**config.mk**
```make
export PLATFORM = sky130hd
export DESIGN_NAME = systolic_wb_ctrl
export DESIGN_NICKNAME = d
export VERILOG_FILES = /design/src/rtl/systolic_wb_ctrl_pkg.sv /design/src/rtl/systolic_wb_ctrl_addr_gen.sv /design/src/rtl/systolic_wb_ctrl.sv
export SDC_FILE = /design/constraint.sdc
export NUM_CORES = 1
export LEC_CHECK = 0
export BUFFER_PORTS_ARGS = -buffer_cell sky130_fd_sc_hd__buf_2
export CAP_MARGIN = 20
export CORE_ASPECT_RATIO = 1.1
export CORE_MARGIN = 3
export CORE_UTILIZATION = 50
export DETAILED_ROUTE_END_ITERATION = 10
export GPL_ROUTABILITY_DRIVEN = 0
export GPL_TIMING_DRIVEN = 0
export HOLD_SLACK_MARGIN = 0.05
export PLACE_DENSITY = 0.8
export SLEW_MARGIN = 20
export SYNTH_ARGS = -nofsm -noshare
export SYNTH_HDL_FRONTEND = slang
export SYNTH_SLANG_ARGS = --single-unit
```
**constraint.sdc**
```tcl
create_clock -name clk -period 3.3 [get_ports clk]
set_input_delay 0.33 -clock clk [delete_from_list [all_inputs] [get_ports clk]]
set_output_delay 0.33 -clock clk [all_outputs]
set_load 0.02 [all_outputs]
```
**src/rtl/systolic_wb_ctrl_pkg.sv**
```systemverilog
// Shared definitions for the Frodo systolic fetch/write-back controllers:
// memory mode codes, Frodo matrix constants and mode helpers.
package systolic_wb_ctrl_pkg;

    typedef enum logic [2:0] {
        IDLE = 3'd0,
        AS   = 3'd1,
        SA   = 3'd2,
        SB   = 3'd3,
        BS   = 3'd4
    } mem_mode_t;

    localparam int FRODO_N    = 1344;
    localparam int FRODO_NBAR = 8;
    localparam int ELEM_W     = 16;
    localparam int LANES      = 4;

    function automatic logic is_row_major(mem_mode_t m);
        return (m == AS) || (m == SB);
    endfunction

    function automatic logic is_valid_mode(logic [2:0] m);
        return (m >= 3'd1) && (m <= 3'd4);
    endfunction

endpackage

```
**src/rtl/systolic_wb_ctrl_addr_gen.sv**
```systemverilog
// Word counters and byte address mux for the write-back controller.
// Ports: clk, rst_n, clear/inc (counter control), row_major (order select),
// addr (byte address of current word), last (current word is the final one).
module wb_addr_gen
    import systolic_wb_ctrl_pkg::*;
#(
    parameter int          N_ROWS    = FRODO_N,
    parameter int          N_COLS    = FRODO_NBAR,
    parameter logic [31:0] BASE_ADDR = 32'd0
) (
    input  logic        clk,
    input  logic        rst_n,
    input  logic        clear,
    input  logic        inc,
    input  logic        row_major,
    output logic [31:0] addr,
    output logic        last
);

    localparam int WPR   = N_COLS / LANES;
    localparam int ROW_W = $clog2(N_ROWS + 1);
    localparam int COL_W = $clog2(WPR + 1);

    logic [ROW_W-1:0] row_cnt;
    logic [COL_W-1:0] col_cnt;
    logic             col_end;
    logic [31:0]      idx;

    assign col_end = (col_cnt == COL_W'(WPR - 1));
    assign last    = col_end && (row_cnt == ROW_W'(N_ROWS - 1));

    always_ff @(posedge clk or negedge rst_n) begin
        if (!rst_n) begin
            row_cnt <= '0;
            col_cnt <= '0;
        end else if (clear) begin
            row_cnt <= '0;
            col_cnt <= '0;
        end else if (inc && !last) begin
            if (col_end) begin
                col_cnt <= '0;
                row_cnt <= row_cnt + 1'b1;
            end else begin
                col_cnt <= col_cnt + 1'b1;
            end
        end
    end

    always_comb begin
        if (row_major)
            idx = 32'(row_cnt) * 32'(WPR) + 32'(col_cnt);
        else
            idx = 32'(col_cnt) * 32'(N_ROWS) + 32'(row_cnt);
        addr = BASE_ADDR + (idx << 3);
    end

endmodule

```
**src/rtl/systolic_wb_ctrl.sv**
```systemverilog
// Result write-back controller: writes 4x16-bit result words to BRAM in
// row-major or transposed order, optionally accumulating existing contents.
// Ports: clk, rst_n; wb_init/wb_mode/acc_en start a transfer; res_valid,
// res_data, res_ready form the result stream handshake; bram_re, bram_we,
// bram_addr, bram_wdata, bram_rdata drive the result BRAM; wb_busy and
// wb_done report progress.
module systolic_wb_ctrl
    import systolic_wb_ctrl_pkg::*;
#(
    parameter int          N_ROWS    = FRODO_N,
    parameter int          N_COLS    = FRODO_NBAR,
    parameter logic [31:0] BASE_ADDR = 32'd0
) (
    input  logic        clk,
    input  logic        rst_n,
    input  logic        wb_init,
    input  logic [2:0]  wb_mode,
    input  logic        acc_en,
    input  logic        res_valid,
    input  logic [63:0] res_data,
    output logic        res_ready,
    output logic        bram_re,
    output logic        bram_we,
    output logic [31:0] bram_addr,
    output logic [63:0] bram_wdata,
    input  logic [63:0] bram_rdata,
    output logic        wb_busy,
    output logic        wb_done
);

    localparam logic [2:0] S_IDLE   = 3'd0;
    localparam logic [2:0] S_ACCEPT = 3'd1;
    localparam logic [2:0] S_RD     = 3'd2;
    localparam logic [2:0] S_WAIT   = 3'd3;
    localparam logic [2:0] S_WR     = 3'd4;
    localparam logic [2:0] S_DONE   = 3'd5;

    logic [2:0]  state;
    logic [2:0]  state_nxt;
    logic        acc_q;
    logic        row_major_q;
    logic        last_q;
    logic [31:0] addr_q;
    logic [63:0] wdata_q;
    logic [63:0] sum;
    logic [31:0] gen_addr;
    logic        gen_last;
    logic        init_ok;
    logic        hs;

    assign init_ok   = wb_init && is_valid_mode(wb_mode);
    assign res_ready = (state == S_ACCEPT);
    // A restart in the same cycle wins over a word offered in ACCEPT.
    assign hs        = res_valid && res_ready && !wb_init;

    assign bram_re    = (state == S_RD);
    assign bram_we    = (state == S_WR);
    assign wb_done    = (state == S_DONE);
    assign wb_busy    = (state != S_IDLE) && (state != S_DONE);
    assign bram_addr  = addr_q;
    assign bram_wdata = wdata_q;

    wb_addr_gen #(
        .N_ROWS    (N_ROWS),
        .N_COLS    (N_COLS),
        .BASE_ADDR (BASE_ADDR)
    ) u_addr_gen (
        .clk       (clk),
        .rst_n     (rst_n),
        .clear     (init_ok),
        .inc       (hs),
        .row_major (row_major_q),
        .addr      (gen_addr),
        .last      (gen_last)
    );

    // Lane-wise add, no carry between 16-bit lanes.
    always_comb begin
        sum = '0;
        for (int i = 0; i < LANES; i++)
            sum[i*ELEM_W +: ELEM_W] = wdata_q[i*ELEM_W +: ELEM_W]
                                    + bram_rdata[i*ELEM_W +: ELEM_W];
    end

    always_comb begin
        state_nxt = state;
        if (wb_init && (state != S_IDLE)) begin
            state_nxt = init_ok ? S_ACCEPT : S_IDLE;
        end else begin
            unique case (state)
                S_IDLE:   if (init_ok) state_nxt = S_ACCEPT;
                S_ACCEPT: if (hs) state_nxt = acc_q ? S_RD : S_WR;
                S_RD:     state_nxt = S_WAIT;
                S_WAIT:   state_nxt = S_WR;
                S_WR:     state_nxt = last_q ? S_DONE : S_ACCEPT;
                S_DONE:   state_nxt = S_IDLE;
                default:  state_nxt = S_IDLE;
            endcase
        end
    end

    always_ff @(posedge clk or negedge rst_n) begin
        if (!rst_n) begin
            state       <= S_IDLE;
            acc_q       <= 1'b0;
            row_major_q <= 1'b0;
            last_q      <= 1'b0;
            addr_q      <= BASE_ADDR;
            wdata_q     <= '0;
        end else begin
            state <= state_nxt;
            if (init_ok) begin
                acc_q       <= acc_en;
                row_major_q <= is_row_major(mem_mode_t'(wb_mode));
            end
            if (hs) begin
                addr_q  <= gen_addr;
                wdata_q <= res_data;
                last_q  <= gen_last;
            end else if (state == S_WAIT) begin
                wdata_q <= sum;
            end
        end
    end

endmodule

```
==> out/metrics.yaml, run 1 <==
logic_synthesis:
  ys_seq_area_share_pct: 31.14
  yosys.cell_types.count: 69
  synth_edf_count: 0
  netlist_instances: 935
  synth_area_leaders: "dfrtp_1 (31%), ha_1 (11%), a21oi_1 (5.5%), nand2_1 (5.4%), nor2_1 (5.1%)"
  mappedNetlistArea_sq_mm: 0.007714
  avgSynthCellArea_sq_um: 8.250
  synth_warnings: 0
  async_flop_share_pct: 100.0
  ys_ff_latch: 96
  synth.largest_area_cell: "dfrtp_1"
  synth-main-ff-cell: "dfrtp_1"
  yosys.area.top_type_share_pct: 31.14
  yosysMostFrequentCell: "nand2_1"
  synth_common_cells: "nand2_1 (110), nor2_1 (104), dfrtp_1 (96)"
global_route:
  grt.total_usage_pct: 29.38
  grt_pass1_vias: 7631
  grt_max_degree: 68
  gr-total-overflow: 0
  grt_first_pass_wirelength_microns: 39630
  antenna_found_initial: 4
detailed_routing:
  routed_via_density: 5.775
  drt-wirelength-per-cell_microns: 18.60
  drt_iter0_drc: 525
  num_vias: 7970
  drc: 0
  dr.pass1.iters: 5
  antenna_left: 0
  routed_wl_microns: 25670
critical_path:
  critPathArrivalTime_ns: 3.19
  slowest_delay_ns: 0.41
  worstPathCellList: "ha_1 > fa_1 > a21o_1 > a21o_1 > a2111oi_2 > o21bai_1 > a211o_1 > a31oi_1 > xor2_1 > o21ai_0"
  cp-end-kind: "flop"
  critPathLaunchType: "flop"
  crit_required_ns: 3.52
  ff2ff_path_depth: 10
  r2r_start: "bram_wdata[48]"
  slowest_stage: "dfrtp_1"
  critPathKind: "reg2reg"
  r2r_slack_ns: 0.32
  path_common_cell: "a21o_1"
  crit_fanout: 4
  r2r-end: "bram_wdata[62]"
timing:
  grt_setup_unrepaired: "false"
  period_needed_ns: 2.979
  skew_ns: 0.009702
  max_freq_mhz: 335.7
  relSlewSlack_pct: 43.54
  hold_viol_final: 0
  hold_slack_ns: 0.1710
  tightest_slew_ns: 0.8470
  fin_ws_ns: 0.3212
  maxSlewViolCount: 0
  setup_violations: 0
  fin_crit_sh_pct: 90.27
  setup_tns_ns: 0
power_and_ir_drop:
  p_per_area_mw_per_mm2: 831.6
  power_mw: 7.853
  power.leakage_nw: 4.629
  vdd_drop_max_v: 0.0003268
clock_tree:
  cts_resized: 0
  clock_latency_ns: 0.36
  cts_root_buf: "clkbuf_16"
  post-cts-setup-buffers: 0
  path_clk_slew_ns: 0.07
  htree_levels: 3
  cts_tree: "done"
  cts_sinks: 96
  numCtsBuffers: 9
  ctsHoldBuffers: 1
  clockBufferDepth: 2
finish:
  fillers: 1319
  finalNetCount: 1392
  area_growth_pct: 22.42
  post_route_cells_drive_above_1_share_pct: 23.34
  design_area_sq_mm: 0.009443
floorplanning:
  die_w_microns: 124.4
  initial_core_util_pct: 52.35
  coreArea_sq_mm: 0.01473
  die_y_microns: 136.3
  dieArea_sq_mm: 0.01696
  num_rows: 46
  ios: 237
hold_path:
  worstHoldStart: "res_data[31]"
  holdPathEnd: "bram_wdata[31]"
  hold_path_depth: 3
  hp-class: "in2reg"
run:
  drv_cap: 0
placed_design:
  numPortBuffers: 217
  dpl_cell_area_sq_mm: 0.009141
  dp_slack_ns: 0.3457
  hpwl_microns: 19670
status:
  outcome: "completed"
==> metrics by stage <==
| stage | instances | util, % |
|---|---|---|
| 3_3_place_gp | 1362 | 61.81 |
| 5_1_grt | 1380 | 64.09 |
| 2_1_floorplan | 953 | - |
| 4_1_cts | 1379 | 64.07 |
| 6_report | 1380 | 64.09 |
| 3_5_place_dp | 1363 | 62.04 |
==> logic make-up after synthesis <==
family / after synthesis / share of synthesized area [%]
and+or+nand+nor: 329 / 19.97
AOI/OAI and AO/OA: 292 / 23.70
DFF: 96 / 31.14
buffers and inverters: 74 / 4.720
adders and majority gates: 73 / 12.33
xor gates and xnor gates: 62 / 7.040
muxes: 8 / 1.054
other: 1 / 0.04862
==> layout make-up <==
type	instances	area (sq um)	area share, %
clock inverter	3	42.54	0.4505
multi-input combinational	783	5015	53.11
buffer	60	311.5	3.299
timing repair buffer	219	1130	11.96
tap	192	240.2	2.544
sequential	96	2402	25.44
inverter	14	52.55	0.5565
antenna	1	2.502	0.02650
clock buffer	12	246.5	2.610
==> worst max path at each step <==
stage / startpoint / end / slack, ns / depth (start not counted)
5_1_grt: bram_wdata[48] / bram_wdata[62] / 0.18 / 10
3_5_place_dp: bram_rdata[48] / bram_wdata[62] / 0.35 / 11
4_1_cts: bram_wdata[48] / bram_wdata[62] / 0.34 / 10
2_1_floorplan: bram_wdata[0] / bram_wdata[14] / 0.49 / 10
3_3_place_gp: bram_rdata[48] / bram_wdata[62] / 0.36 / 11
6_report: bram_wdata[48] / bram_wdata[62] / 0.32 / 10
==> registers in the layout, summed over array words and instances (netlist names) <==
| register | flops |
|---|---|
| acc_q | 1 |
| bram_addr | 13 |
| last_q | 1 |
| row_major_q | 1 |
| u_addr_gen.col_cnt | 2 |
| state | 3 |
| u_addr_gen.row_cnt | 11 |
| bram_wdata | 64 |
==> power breakdown <==
part	total [mW]	leakage (nW)	switching, mW	internal [mW]
Clock	1.09	0.139	0.486	0.605
Sequential	2.03	1.18	0.420	1.61
Combinational	4.73	3.31	2.76	1.97
==> placed cells by master (no fill, tap or decap), types with 7 or more instances in the layout <==
master	n
buf_2	222
nand2_1	110
nor2_1	104
dfrtp_1	96
a21oi_1	85
o21ai_0	77
ha_1	68
xnor2_1	40
clkbuf_1	31
nor3_1	24
a21o_1	24
a31oi_1	22
xor2_1	22
buf_4	21
nand3_1	19
conb_1	19
or3_1	16
inv_1	14
and3_1	13
o21a_1	12
a211oi_1	11
o21bai_1	10
clkbuf_16	9
mux2i_1	7
==> routing by layer <==
layer  share of wire, %  GRT usage (%)
met1                 40          36.00
met2                 48          49.49
met3                7.7          5.933
met4                4.2          14.74
met5               0.14              0
==> critical path: cells and delay by family (launching register included) <==
kind,cells,cell delay [ns]
adders and majority gates,2,0.66
xor gates and xnor gates,1,0.15
DFF,1,0.41
AOI/OAI and AO/OA,7,1.61
(Power assumes the default switching activity.)
==> run 2: changes to the inputs <==
Settings changed: CORE_ASPECT_RATIO 1.1 to unset.
==> out/metrics.yaml, run 2 (synthesis results as in run 1) <==
clock_tree:
  path_clk_slew_ns: 0.07  # about the same
  htree_levels: 3  # unchanged
  cts_sinks: 96  # unchanged
  post-cts-setup-buffers: 0  # unchanged
  clock_latency_ns: 0.36  # about the same
  numCtsBuffers: 9  # unchanged
  clockBufferDepth: 2  # unchanged
  ctsHoldBuffers: 1  # unchanged
  cts_resized: 0  # unchanged
  cts_tree: "done"
  cts_root_buf: "clkbuf_16"
power_and_ir_drop:
  swShare_pct: 46.26  # -0.41 points
  pwr-share-comb_pct: 59.9  # -0.3 points
  p_switching_mw: 3.640  # -0.69%
  p_clk_share_pct: 14.3  # +0.4 points
  vdd_drop_max_v: 0.0003129  # -4.3%
  intPower_mw: 4.228  # +0.96%
  power.leakage_nw: 4.638  # +0.20%
  p_per_area_mw_per_mm2: 832.2  # about the same
  seqPwrFrac_pct: 25.8  # about the same
finish:
  final_common_cell: "buf_2"
  largest_register_ffs: 64  # unchanged
  mostFrequentLayoutCells: "buf_2 (222), nand2_1 (110), nor2_1 (104)"
  fin_util_pct: 63.84  # -0.25 points
  post_route_cells_drive_above_1_share_pct: 23.42  # +0.084 points
  area_growth_pct: 22.56
  finalNetCount: 1392  # unchanged
floorplanning:
  die_y_microns: 130.2  # -4.5%
  ios: 237  # unchanged
  die_w_microns: 130.2  # +4.6%
  initial_core_util_pct: 52.09  # -0.27 points
  dieArea_sq_mm: 0.01695  # about the same
  num_rows: 44  # -4.3%
  coreArea_sq_mm: 0.01481  # +0.51%
timing:
  skew_ns: 0.008934  # -0.0007679 ns
  max_freq_mhz: 333.4  # -0.67%
  tightest_slew_ns: 0.8625  # +0.01554 ns
  setup_tns_ns: 0  # unchanged
  setup_violations: 0  # unchanged
  relSlewSlack_pct: 42.50  # -1.0 points
  period_needed_ns: 2.999  # +0.02019 ns
  grt_setup_unrepaired: "false"
  maxSlewViolCount: 0  # unchanged
  hold_viol_final: 0  # unchanged
  fin_crit_sh_pct: 90.88  # +0.61 points
detailed_routing:
  dr.pass1.iters: 6  # +1
  drt-wirelength-per-cell_microns: 18.13  # -2.5%
  num_vias: 8031  # +0.77%
  routed_wl_microns: 24890  # -3.0%
  drt_iter0_drc: 639  # +22%
  drc: 0  # unchanged
  antenna_left: 0  # unchanged
  routed_via_density: 5.849  # +1.3%
hold_path:
  hp-class: "in2reg"
global_route:
  grt_pass1_vias: 7543  # -1.2%
  grt_first_pass_wirelength_microns: 38410  # -3.1%
  met2_usage_pct: 48.07  # -1.4 points
  top_usage_layer: "met2"
  grt.total_usage_pct: 28.89  # -0.49 points
  gr-total-overflow: 0  # unchanged
  met3_usage_pct: 6.140  # +0.21 points
  grt_max_degree: 57  # -16%
  use_met1_pct: 37.15  # +1.1 points
  antenna_found_initial: 4  # unchanged
critical_path:
  r2r_slack_ns: 0.30  # -0.02 ns
  crit_fanout: 4  # unchanged
  critPathLaunchType: "flop"
  crit_required_ns: 3.58  # +0.06 ns
  critPathKind: "reg2reg"
  cp-end-kind: "flop"
  critPathArrivalTime_ns: 3.27  # +0.08 ns
placed_design:
  numPortBuffers: 217  # unchanged
  hpwl_microns: 19260  # -2.1%
status:
  outcome: "completed"
run:
  drv_cap: 0  # unchanged
## run 2: final cells by class
cell class / instances / area, sq um
tap: 184 / 230.2
antenna: 2 / 5.005
buffer: 60 / 311.5
sequential: 96 / 2402
clock buffer: 13 / 270.3
inverter: 14 / 52.55
timing repair buffer: 219 / 1130
clock inverter: 2 / 37.54
multi-input combinational: 783 / 5015
fill: 1322 / 5355
## run 2: layer usage
layer,part of all wire (%),vias up
met3,8.4,69
met4,3.8,4
met2,47,375
met1,41,3757
met5,0.084,-
li1,-,3826
## run 2: metrics by stage
step	total power [mW]	area (sq um)	hold slack (ns)	setup WS [ns]	std cells
floorplan	5.431	7781	0.03441	0.4858	953
global placement	6.559	9097	0.4573	0.3546	1354
detailed placement	6.691	9131	0.2781	0.3054	1355
CTS	7.828	9449	0.1725	0.3088	1371
global route	8.492	9454	0.1762	0.07056	1373
finish	7.868	9454	0.1727	0.3010	1373
## run 2: power by group through the flow
stage	combinational (mW)	clock [mW]	sequential, mW
2_1_floorplan	2.95	0	2.48
3_3_place_gp	4.54	0	2.02
3_5_place_dp	4.65	0	2.04
4_1_cts	4.68	1.13	2.02
5_1_grt	5.22	1.19	2.08
6_report	4.71	1.13	2.03
## run 2: path summary, 6_finish.rpt
check                          startpoint                     to  cells after the start
max                        bram_wdata[48]         bram_wdata[60]                     10
min reg2reg                  bram_addr[9]           bram_addr[9]                      2
max reg2reg                bram_wdata[48]         bram_wdata[60]                     10
min in group asynchronous           rst_n  u_addr_gen.row_cnt[1]                      2
max in group asynchronous           rst_n         bram_wdata[19]                      3
min                          res_data[50]         bram_wdata[50]                      3
## run 2: worst max-delay path, stage by stage, from the launching register on
cell       delay, ns
dfrtp_1         0.40
ha_1            0.25
fa_1            0.41
a21o_1          0.19
a21o_1          0.22
a2111oi_2       0.39
o21bai_1        0.20
a2111oi_0       0.48
nor2_1          0.10
xnor2_1         0.13
o21ai_0         0.15
